==> src/rtl/arbb_pkg.sv <==
// Shared types and field positions for the 2x2 flit port allocator.
// Flit layout: [9]=golden, [8:6]=direction, [5:0]=payload.
package arbb_pkg;

  localparam int FLIT_W   = 10;
  localparam int GOLD_BIT = 9;
  localparam int DIR_HI   = 8;
  localparam int DIR_LO   = 6;

  localparam logic [2:0] DIR_OUT1 = 3'b010;

  typedef logic [FLIT_W-1:0] flit_t;

  // 0 = wants out1, 1 = wants out2
  function automatic logic want_of(flit_t f);
    return f[DIR_HI:DIR_LO] != DIR_OUT1;
  endfunction

endpackage

==> src/rtl/arbb_if.sv <==
// Flit bus between input latches, the allocator and the output links.
// The allocator attaches through the slave modport.
interface arbb_if;
  import arbb_pkg::*;

  flit_t inp1;
  logic  inp1_vld;
  flit_t inp2;
  logic  inp2_vld;
  flit_t out1;
  logic  out1_vld;
  flit_t out2;
  logic  out2_vld;

  modport master (
    output inp1, inp1_vld, inp2, inp2_vld,
    input  out1, out1_vld, out2, out2_vld
  );

  modport slave (
    input  inp1, inp1_vld, inp2, inp2_vld,
    output out1, out1_vld, out2, out2_vld
  );

endinterface

==> src/rtl/arbb_pick.sv <==
// Combinational conflict detect and winner select (0 = inp1, 1 = inp2).
// Priority: lone starved input, then rr, then lone golden, then rr.
module arbb_pick (
  input  logic v1_i,
  input  logic v2_i,
  input  logic w1_i,
  input  logic w2_i,
  input  logic g1_i,
  input  logic g2_i,
  input  logic sat1_i,
  input  logic sat2_i,
  input  logic rr_i,
  output logic conflict_o,
  output logic win_o
);

  assign conflict_o = v1_i & v2_i & (w1_i == w2_i);

  always_comb begin
    win_o = rr_i;
    priority case (1'b1)
      sat1_i ^ sat2_i: win_o = sat2_i;
      sat1_i & sat2_i: win_o = rr_i;
      g1_i ^ g2_i:     win_o = g2_i;
      default:         win_o = rr_i;
    endcase
  end

endmodule

==> src/rtl/arbb_sched.sv <==
// Registered 2x2 deflection port allocator, one-cycle latency.
// Optional saturating deflection counter enabled by ARBB_DEFL_CNT_EN.
module arbb_sched
  import arbb_pkg::*;
#(
  parameter int STARVE_MAX = 4,
  parameter int CNT_W      = 16
) (
  input  logic             clk,
  input  logic             rst,
  arbb_if.slave            bus
`ifdef ARBB_DEFL_CNT_EN
  ,
  output logic [CNT_W-1:0] defl_cnt
`endif
);

  localparam int SW = 4;
  localparam logic [SW-1:0] SMAX = SW'(STARVE_MAX);

  flit_t          o1_q, o1_d;
  flit_t          o2_q, o2_d;
  logic           v1_q, v1_d;
  logic           v2_q, v2_d;
  logic           rr_q, rr_d;
  logic [SW-1:0]  s1_q, s1_d;
  logic [SW-1:0]  s2_q, s2_d;

  logic  w1, w2;
  logic  sat1, sat2;
  logic  conflict, win;
  flit_t wf, lf;

  assign w1   = want_of(bus.inp1);
  assign w2   = want_of(bus.inp2);
  assign sat1 = (s1_q == SMAX);
  assign sat2 = (s2_q == SMAX);

  arbb_pick u_pick (
    .v1_i      (bus.inp1_vld),
    .v2_i      (bus.inp2_vld),
    .w1_i      (w1),
    .w2_i      (w2),
    .g1_i      (bus.inp1[GOLD_BIT]),
    .g2_i      (bus.inp2[GOLD_BIT]),
    .sat1_i    (sat1),
    .sat2_i    (sat2),
    .rr_i      (rr_q),
    .conflict_o(conflict),
    .win_o     (win)
  );

  assign wf = win ? bus.inp2 : bus.inp1;
  assign lf = win ? bus.inp1 : bus.inp2;

  always_comb begin
    o1_d = o1_q;
    o2_d = o2_q;
    v1_d = 1'b0;
    v2_d = 1'b0;
    rr_d = rr_q;
    s1_d = s1_q;
    s2_d = s2_q;
    if (conflict) begin
      v1_d = 1'b1;
      v2_d = 1'b1;
      // both want the same port, so w1 names it
      if (w1) begin
        o1_d = lf;
        o2_d = wf;
      end else begin
        o1_d = wf;
        o2_d = lf;
      end
      rr_d = ~win;
      if (win) begin
        s2_d = '0;
        s1_d = sat1 ? s1_q : s1_q + 1'b1;
      end else begin
        s1_d = '0;
        s2_d = sat2 ? s2_q : s2_q + 1'b1;
      end
    end else begin
      if (bus.inp1_vld) begin
        if (w1) begin
          o2_d = bus.inp1;
          v2_d = 1'b1;
        end else begin
          o1_d = bus.inp1;
          v1_d = 1'b1;
        end
      end
      if (bus.inp2_vld) begin
        if (w2) begin
          o2_d = bus.inp2;
          v2_d = 1'b1;
        end else begin
          o1_d = bus.inp2;
          v1_d = 1'b1;
        end
      end
    end
  end

  always_ff @(posedge clk) begin
    if (rst) begin
      o1_q <= '0;
      o2_q <= '0;
      v1_q <= 1'b0;
      v2_q <= 1'b0;
      rr_q <= 1'b0;
      s1_q <= '0;
      s2_q <= '0;
    end else begin
      o1_q <= o1_d;
      o2_q <= o2_d;
      v1_q <= v1_d;
      v2_q <= v2_d;
      rr_q <= rr_d;
      s1_q <= s1_d;
      s2_q <= s2_d;
    end
  end

  assign bus.out1     = o1_q;
  assign bus.out2     = o2_q;
  assign bus.out1_vld = v1_q;
  assign bus.out2_vld = v2_q;

`ifdef ARBB_DEFL_CNT_EN
  logic [CNT_W-1:0] defl_q, defl_d;

  always_comb begin
    defl_d = defl_q;
    if (conflict && (defl_q != '1))
      defl_d = defl_q + 1'b1;
  end

  always_ff @(posedge clk) begin
    if (rst) defl_q <= '0;
    else     defl_q <= defl_d;
  end

  assign defl_cnt = defl_q;
`endif

endmodule

==> src/flat_wrapper.sv <==
// flat-port wrapper written by rule: the top's interface ports become plain ports
module arbb_sched_flat import arbb_pkg::*;
#(
  parameter int STARVE_MAX = 4,
  parameter int CNT_W      = 16
)
  (clk, rst, bus_inp1, bus_inp1_vld, bus_inp2, bus_inp2_vld, bus_out1, bus_out1_vld, bus_out2, bus_out2_vld);
  arbb_if bus_i ();
  input  logic clk;
  input  logic rst;
  input wire logic [$bits(bus_i.inp1)-1:0] bus_inp1;
  input wire logic [$bits(bus_i.inp1_vld)-1:0] bus_inp1_vld;
  input wire logic [$bits(bus_i.inp2)-1:0] bus_inp2;
  input wire logic [$bits(bus_i.inp2_vld)-1:0] bus_inp2_vld;
  output wire logic [$bits(bus_i.out1)-1:0] bus_out1;
  output wire logic [$bits(bus_i.out1_vld)-1:0] bus_out1_vld;
  output wire logic [$bits(bus_i.out2)-1:0] bus_out2;
  output wire logic [$bits(bus_i.out2_vld)-1:0] bus_out2_vld;
  assign bus_i.inp1 = bus_inp1;
  assign bus_i.inp1_vld = bus_inp1_vld;
  assign bus_i.inp2 = bus_inp2;
  assign bus_i.inp2_vld = bus_inp2_vld;
  assign bus_out1 = bus_i.out1;
  assign bus_out1_vld = bus_i.out1_vld;
  assign bus_out2 = bus_i.out2;
  assign bus_out2_vld = bus_i.out2_vld;
  arbb_sched #(.STARVE_MAX(STARVE_MAX), .CNT_W(CNT_W)) u_core (.clk(clk), .rst(rst), .bus(bus_i));
endmodule
==> config.mk <==
export PLATFORM = sky130hd
export DESIGN_NAME = arbb_sched_flat
export DESIGN_NICKNAME = d
export VERILOG_FILES = /design/src/rtl/arbb_pkg.sv /design/src/rtl/arbb_if.sv /design/src/rtl/arbb_pick.sv /design/src/rtl/arbb_sched.sv /design/src/flat_wrapper.sv
export SDC_FILE = /design/constraint.sdc
export NUM_CORES = 1
export LEC_CHECK = 0
export CAP_MARGIN = 20
export CORE_MARGIN = 2
export CORE_UTILIZATION = 55
export CTS_BUF_LIST = sky130_fd_sc_hd__clkbuf_16
export DETAILED_ROUTE_END_ITERATION = 10
export PLACE_DENSITY = 0.82
export SLEW_MARGIN = 20
export SYNTH_ARGS = -nofsm -noshare
export SYNTH_HDL_FRONTEND = slang
export SYNTH_SLANG_ARGS = --single-unit
==> constraint.sdc <==
create_clock -name clk -period 6.35 [get_ports clk]
set_clock_uncertainty 0.05 [all_clocks]
set_input_delay 1.905 -clock clk [delete_from_list [all_inputs] [get_ports clk]]
set_output_delay 1.905 -clock clk [all_outputs]
set_load 0.01 [all_outputs]
; ---- Yosys cells after proc, flatten, opt, wreduce, memory -nomap -nowiden
; Cells that the tools add are included.
[totals]
wordCells = 55
ff_bits = 31
[op_classes]
mux = 31
eq_ne = 7
n_bitwise = 6
addsub = 2
reduce_logical = 2
[op_table]
columns = cell, count
row1 = $mux W10, 14
row2 = $mux W4, 4
row3 = $mux W1, 13
row4 = $add A4 B1 Y4 const B, 2
row5 = $eq A4 B3 Y1 const B, 2
row6 = $ne A3 B2 Y1 const B, 2
row7 = $ne A2 B2 Y1 const B, 2
row8 = $reduce_and A2 Y1, 2
row9 = $and A1 B1 Y1, 3
row10 = $xor A1 B1 Y1, 2
row11 = $eq A1 B1 Y1, 1
row12 = $not A1 Y1, 1

; ---- Depth between registers and ports, before layout
[logic_depth]
depth_word = 7
ltp_mapped = 9

; ---- By module
; From an unflattened synthesis, not the netlist that was laid out.
[unflattened]
cells_unflattened = 243
hier_area_um2 = 2005.7
[by_module_without_submodules]
columns = module, instances, seq_area_each_um2, area_per_inst_um2, cells_each
row1 = arbb_sched, 1, 620.6, 1943.1, 234
row2 = arbb_pick, 1, 0.0, 62.6, 9

; ---- Worst setup path after synthesis
; No wires, ideal clock.
[synth_path]
path_kind = in2reg
from = input port bus_inp1[6]
to = register u_core.o2_q[0] (netlist: u_core.bus.out2[0])
path_buffers = 3
cell_stages = 8
path_slack_ns = 2.740
arrival_ns = 3.438
cell_sequence = buf_2 -> nor3b_1 -> buf_6 -> xnor2_4 -> nand2_1 -> buf_6 -> or4_1 -> o311a_1
[synth_between]
elab_chain_len = 6
word_cells_on_any_way = 9
[synth_lines]
columns = element, line
row1 = start: declaration, flat_wrapper.sv:11  ; input wire logic [$bits(bus_i.inp1)-1:0] bus_inp1;
row2 = $ne A3 B2 Y1 (*), arbb_pkg.sv:16  ; return f[DIR_HI:DIR_LO] != DIR_OUT1;
row3 = $mux W10, arbb_sched.sv:85  ; if (w1) begin
row4 = $mux W10, arbb_sched.sv:84  ; if (bus.inp1_vld) begin
row5 = $mux W10, arbb_sched.sv:94  ; if (w2) begin
row6 = $mux W10, arbb_sched.sv:93  ; if (bus.inp2_vld) begin
row7 = $mux W10 (*), arbb_sched.sv:64  ; if (conflict) begin
row8 = end signal: assignment, arbb_sched.sv:108  ; o2_q <= '0;
row9 = end signal: assignment, arbb_sched.sv:116  ; o2_q <= o2_d;
row10 = end: declaration, arbb_sched.sv:22  ; flit_t o2_q, o2_d;
; Every way passes the cells marked *; elsewhere a longest branch is shown, timed or not.
; A chain may end at the register's enable or synchronous reset.

; ---- Worst setup path after layout
[layout_path]
from = input port bus_inp2[9]
to = register u_core.o1_q[4] (netlist: u_core.bus.out1[4])
[layout_between]
elab_chain_len = 7
word_cells_on_any_way = 8
[layout_lines]
columns = element, line
row1 = start: declaration, flat_wrapper.sv:13  ; input wire logic [$bits(bus_i.inp2)-1:0] bus_inp2;
row2 = $xor A1 B1 Y1, arbb_pick.sv:24  ; g1_i ^ g2_i: win_o = g2_i;
row3 = $mux W1 (*) (3 in series), arbb_pick.sv:21  ; priority case (1'b1)
row4 = "$mux W10, on equally long branches", "arbb_sched.sv:53, arbb_sched.sv:54"
row5 = $mux W10 (*), arbb_sched.sv:68  ; if (w1) begin
row6 = $mux W10 (*), arbb_sched.sv:64
row7 = end signal: assignment, arbb_sched.sv:107  ; o1_q <= '0;
row8 = end signal: assignment, arbb_sched.sv:115  ; o1_q <= o1_d;
row9 = end: declaration, arbb_sched.sv:21  ; flit_t o1_q, o1_d;
; Marks and branches as above.

==> summary.md <==
| Metric | Value |
|---|---|
| P&R area growth vs syn | 21.82% |
| Worst hold stages | 2 |
| Worst EP required | 6440 ps |
| Routed Antenna Nets | 0 |
| Max-slew violation count | 0 |
| Worst Hold Launch | u_core.s1_q[1] |
| Worst-margin pin slew | 965.1 ps |
| Final setup viols | 0 |
| CTS tree | done |
| Clk pin slew, worst setup/hold paths | 50 ps |
| Max-Cap Viols | 0 |
| First-pass GRT wire length | 10.64 mm |
| Final Power | 0.5941 mW |
| Die width | 69.38 um |
| Mapped Area | 0.002351 mm^2 |
| Worst Reg2Reg Path Length in Cells | 8 |
| R2r startpoint | u_core.s1_q[0] |
| Flop pwr share | 36.9% |
| Area contributors post-synth | dfxtp_1 (26%), mux2i_1 (6.8%), a21oi_1 (6.0%) |
| CP Class | in2reg |
| DIE HEIGHT | 69.38 um |
| CP Launch Type | input port |
| Async S/R FF share, synth | 0% |
| Remaining Overflow, GRT | 0 |
| Layout cell share with drive strength beyond 1 | 6.542% |
| Int Power | 0.4243 mW |
| Rel. slew slack | 35.27% |
| Post-DP HPWL | 4.466 mm |
| Fill cells | 343 |
| Starting density of the core | 57.94% |
| CTS Sinks | 31 |
| Switching Fraction | 28.58% |
| Lkg Pwr | 1.060 nW |
| Setup ws final | 1938 ps |
| Final WL | 6.548 mm |
| Crit share post-route | 69.49% |
| Synth Net Count | 321 |
| Resized Gates After CTS | 0 |
| Via-to-Cell Ratio | 6.747 |
| DRC viols | 0 |
| Final setup TNS | 0 ps |
| VDD IR max | 159.5 uV |
| Largest area contributor in the netlist | dfxtp_1 |
| Row count | 23 |
| Routed wire per std cell | 17.65 um |
| Largest net degree at the start of global routing | 26 |
| Hold Crit Class | reg2reg |
| Post-synthesis register bit count | 31 |
| Gate Count Post-Synth | 293 |
| Post-CTS Setup Repair Bufs | 0 |
| Unique masters post-synth | 60 |
| Design area | 0.002864 mm^2 |
| RR Endpoint | u_core.bus.out1[4] |
| TritonCTS buffer count | 5 |
| Crit Path Max Fanout | 12 |
| Status | complete, no violations |
| 1st-pass router iterations | 5 |
| Worst Hold Path EP | u_core.s1_q[1] |
| Clock Latency Late Sink | 270 ps |
| Antenna violations before repair | 0 |
| Die ar. | 0.004814 mm^2 |
| Max Clk Rate | 226.6 MHz |
| Sequential fraction of the synthesis area | 26.40% |
| IO Count | 46 |
| Synth warnings | 0 |
| Yosys top cell area share | 26.40% |
| Nature of the critical path endpoint | flip-flop |
| Vias in the first global route | 2119 |
| Unrepaired setup endpoints after global routing | false |
| Dpl ws | 1706 ps |
| Final Hold Fails | 0 |
| Hold buffers post-CTS | 0 |
| Non-filler instance count after layout | 371 |
| # diodes | 0 |
| Syn Area/Cell | 8.024 um^2 |
| GPL Wtd Cong | 0.9294 |
| Fin crit period | 4412 ps |
| DP Area | 0.002726 mm^2 |
| Switch Pwr | 0.1698 mW |
| Initial drt markers | 228 |
| H-Tree Depth | 2 |
| Main flop type after synthesis | dfxtp_1 |
| Nets | 348 |
| R2r setup slk | 3490 ps |
| Clock Tree Buf Depth | 2 |
| Arr. time, crit path | 4500 ps |
| Root buf cell | clkbuf_16 |
| Vias | 2503 |
| # placed instances | 363 |
| Combinational power share | 25.8% |
| Number of synthesized flops with an enable pin | 0 |
| Power density over the cells | 207.4 mW/mm^2 |
| Core footprint | 0.004058 mm^2 |
| Gr usage total | 26.65% |
| Number of I/O port buffers | 45 |
| Clk network pwr share | 37.4% |
-- cells in the mapped netlist (3+ instances only) --
library cell	count
a31oi_1	6
o311a_1	4
or4_1	5
o211ai_1	6
a311oi_1	6
ha_1	4
a211oi_1	7
nor2_1	19
nand2_1	15
dfxtp_1	31
nand3_1	22
o221ai_1	3
o2111ai_1	7
buf_6	5
o21ai_0	16
a221oi_1	5
buf_2	12
inv_1	16
mux2i_1	16
a21oi_1	28
clkbuf_1	9
-- per-stage QoR --
stage | utilization, % | hold WS, ps
finish | 70.58 | 467.1
CTS | 70.58 | 459.0
global route | 70.58 | 471.1
detailed placement | 67.19 | 451.9
global placement | 67.19 | 425.7
floorplan | - | 411.6
-- layout make-up --
type | count | area [um^2] | area share [%]
clock inverters | 3 | 12.51 | 0.4369
multi-input cells | 219 | 1518 | 52.99
well taps | 50 | 62.56 | 2.184
flip-flops and latches | 31 | 620.6 | 21.67
repair buffers | 47 | 465.4 | 16.25
clock buffers | 5 | 125.1 | 4.369
inverters | 16 | 60.06 | 2.097
-- power groups by stage --
stage | sequential [mW] | combinational [mW] | clock [mW]
3_5_place_dp | 0.223 | 0.150 | 0
6_report | 0.219 | 0.153 | 0.222
5_1_grt | 0.221 | 0.164 | 0.237
2_1_floorplan | 0.227 | 0.0866 | 0
3_3_place_gp | 0.222 | 0.149 | 0
4_1_cts | 0.219 | 0.151 | 0.226
-- worst max path at each step --
stage | from | end | slack [ps]
6_report | bus_inp2[9] | u_core.bus.out1[4] | 1940
5_1_grt | bus_inp2[9] | u_core.bus.out1[4] | 1790
4_1_cts | bus_inp2[9] | u_core.bus.out1[4] | 1970
3_5_place_dp | bus_inp2[9] | u_core.bus.out1[4] | 1710
3_3_place_gp | bus_inp2[9] | u_core.bus.out1[1] | 1710
2_1_floorplan | bus_inp1[6] | u_core.bus.out2[0] | 2740
-- worst max-delay path: stages --
cell and delay, ps:
clkdlybuf4s50_1 690, nor2b_1 220, o211ai_1 170, a21oi_1 620
buf_4 330, mux2i_1 400, a221oi_1 160
-- cells by family (layout without fill, tap and decap cells) --
kind of cell               Yosys count  count (layout)  synth area share, %
AOI/OAI and AO/OA                  108             108                32.31
adders and majority gates            4               4                2.129
DFF                                 31              31                26.40
buffers and inverters               43              71                9.260
and+or+nand+nor                     89              89                21.55
muxes                               16              16                6.812
xor gates and xnor gates             2               2                1.544
-- sequential cells by signal (all words and copies together) (netlist names) --
register	flops
u_core.bus.out2	10
u_core.rr_q	1
u_core.s1_q	4
u_core.bus.out1_vld	1
u_core.bus.out1	10
u_core.s2_q	4
u_core.bus.out2_vld	1
-- metal layers --
metal / up-vias / share of wire (%) / GRT usage, %
li1: 1183 / - / -
met4: 0 / 1.8 / 8.061
met1: 1160 / 43 / 37.58
met3: 19 / 7.7 / 5.523
met2: 141 / 47 / 40.92
met5: - / 0 / 0
-- layout by cell type (no fill, tap or decap), types with 3 or more instances in the layout --
cell | netlist | routed
mux2i_1 | 16 | 16
ha_1 | 4 | 4
inv_1 | 16 | 18
nor2_1 | 19 | 19
dfxtp_1 | 31 | 31
a21oi_1 | 28 | 28
clkbuf_16 | 0 | 5
a31oi_1 | 6 | 6
or4_1 | 5 | 5
a211oi_1 | 7 | 7
nand2_1 | 15 | 15
o311a_1 | 4 | 4
nand3_1 | 22 | 22
o2111ai_1 | 7 | 7
o211ai_1 | 6 | 6
a221oi_1 | 5 | 5
clkdlybuf4s50_1 | 0 | 45
a311oi_1 | 6 | 6
o21ai_0 | 16 | 16
o221ai_1 | 3 | 3
Note: power is estimated with default switching activity, not from simulation.
==> RTL edit: new RTL, same flow settings <==
`SW`: 4 -> 6.
--- a/src/rtl/arbb_sched.sv
+++ b/src/rtl/arbb_sched.sv
@@ -15,7 +15,7 @@
 `endif
 );
 
-  localparam int SW = 4;
+  localparam int SW = 6;
   localparam logic [SW-1:0] SMAX = SW'(STARVE_MAX);
 
   flit_t          o1_q, o1_d;
Formal check against the unedited RTL: no difference found for any inputs over 10 cycles, from zero or initial values and one cycle with rst high; that may be too few to reach the edited logic, so the function may still have changed.
==> RTL edit against the original RTL <==
Sequential cell count rose by 4. Area after synthesis rose by 5.4%. Via count rose by 3.0%. Global-route usage rose by 0.58 points. Hold slack got worse by 21 ps. Wire length rose by 2.2%. Die area rose by 5.1%. Total power rose by 7.0%. Non-clock buffer count rose by 3. Design area rose by 6.9%. Final cell count rose by 5.4%. Worst setup slack got worse by 330 ps. Core utilization fell by 0.30 points. Critical path type unchanged. Largest power group unchanged. Highest routed layer unchanged.
==> RTL edit: results (changes against the original RTL) <==
Final layout
  • P&R area growth vs syn: 23.5%
  • Nets: 366 (+5.2%)
  • Layout cells sized above 1: 7.37% (+0.83 points)

Global routing
  • GRT Total Usage: 27.2% (+0.58 points)
  • Vias in the first global route: 2306 (+8.8%)
  • First-pass GRT wire length: 11200 um (+5.3%)

Synth
  • Synthesized net count: 334 (+4.0%)
  • Post-synthesis sequential area ratio: 28.3% (+1.9 points)
  • Cells after Synth: 306 (+4.4%)
  • Count of cell types in the netlist: 55 (-8.3%)
  • Top cells by count, synth: nor2_1 (42), dfxtp_1 (35), a21oi_1 (21)
  • Top cells by area, synth: dfxtp_1 (28%), a2111oi_0 (7.1%), nor2_1 (6.4%), mux2i_1 (6.1%), nand3b_1 (4.8%)

Power
  • Switching power: 187 uW (+9.9%)
  • Clock share of power: 38.2% (+0.8 points)

Drt
  • Final WL: 6690 um (+2.2%)
  • Wire per inst: 17.1 um (-3.0%)
  • Starting DRT DRC Count: 336 (+47%)
  • Via density: 6.59 (-2.3%)

Placement
  • Placement Setup Slack: 1350 ps (-357 ps)
  • Dpl cells: 383 (+5.5%)
  • Gp weighted congestion: 0.837 (-10%)

Worst setup path
  • Crit path max-delay cell type: or3b_1
  • Kind of cell adding the most delay to the critical path: simple AND/OR/NAND/NOR gates
  • CP max FO: 21 (+9)
  • WP data arrival: 4880 ps (+380 ps)

Run status
  • Status: complete, no violations
==> RTL edit: cell types whose count changed in the layout (fill, tap and decap cells not counted), moves of 5 or more <==
cell,unedited run,this run
a21oi_1,28,21
a221o_1,1,7
nor2_1,19,42
o21ai_0,16,10
a2111oi_0,0,20
nand3b_1,2,16
o2111ai_1,7,0
nand3_1,22,12
o211ai_1,6,1
a311oi_1,6,1
==> RTL edit: layout make-up <==
| type | instances | area [um^2] |
|---|---|---|
| multi-input cells | 230 | 1600 |
| flip-flops and latches | 35 | 701 |
| inverters | 16 | 60.1 |
| clock inverters | 3 | 20.0 |
| repair buffers | 50 | 488 |
| fillers | 361 | 1290 |
| well taps | 52 | 65.1 |
| clock buffers | 5 | 125 |
==> RTL edit: logic make-up after synthesis <==
group | after synthesis | share of synthesized area, %
flops | 35 | 28.3
mux | 15 | 6.06
compound gates | 96 | 30.1
fa+ha+maj | 5 | 2.47
buf+inv | 41 | 7.37
simple gates | 112 | 24.2
xor+xnor | 2 | 1.46
==> RTL edit: worst paths after layout <==
| kind | start | end | slack (ps) | depth (start not counted) |
|---|---|---|---|---|
| setup / recovery | bus_inp1[8] | u_core.bus.out2[1] | 1610 | 7 |
| hold / removal | u_core.s2_q[1] | u_core.s2_q[1] | 450 | 2 |
| setup reg to reg | u_core.s2_q[0] | u_core.bus.out1[1] | 3520 | 7 |
| hold reg to reg | u_core.s2_q[1] | u_core.s2_q[1] | 450 | 2 |
==> RTL edit: layer usage <==
layer	up-vias	part of all wire, %	GRT usage [%]	routed length, um
met1	1218	46	37.5	3060
met4	0	2.3	10.1	152
li1	1237	-	-	-
met2	106	46	42.6	3050
met5	-	0	0	0
met3	16	6.4	4.99	430
==> RTL edit: tightest hold or removal path: stages, from the launching register on <==
cell and delay, ps:
dfxtp_1 330, nand2_1 60, a21oi_1 50
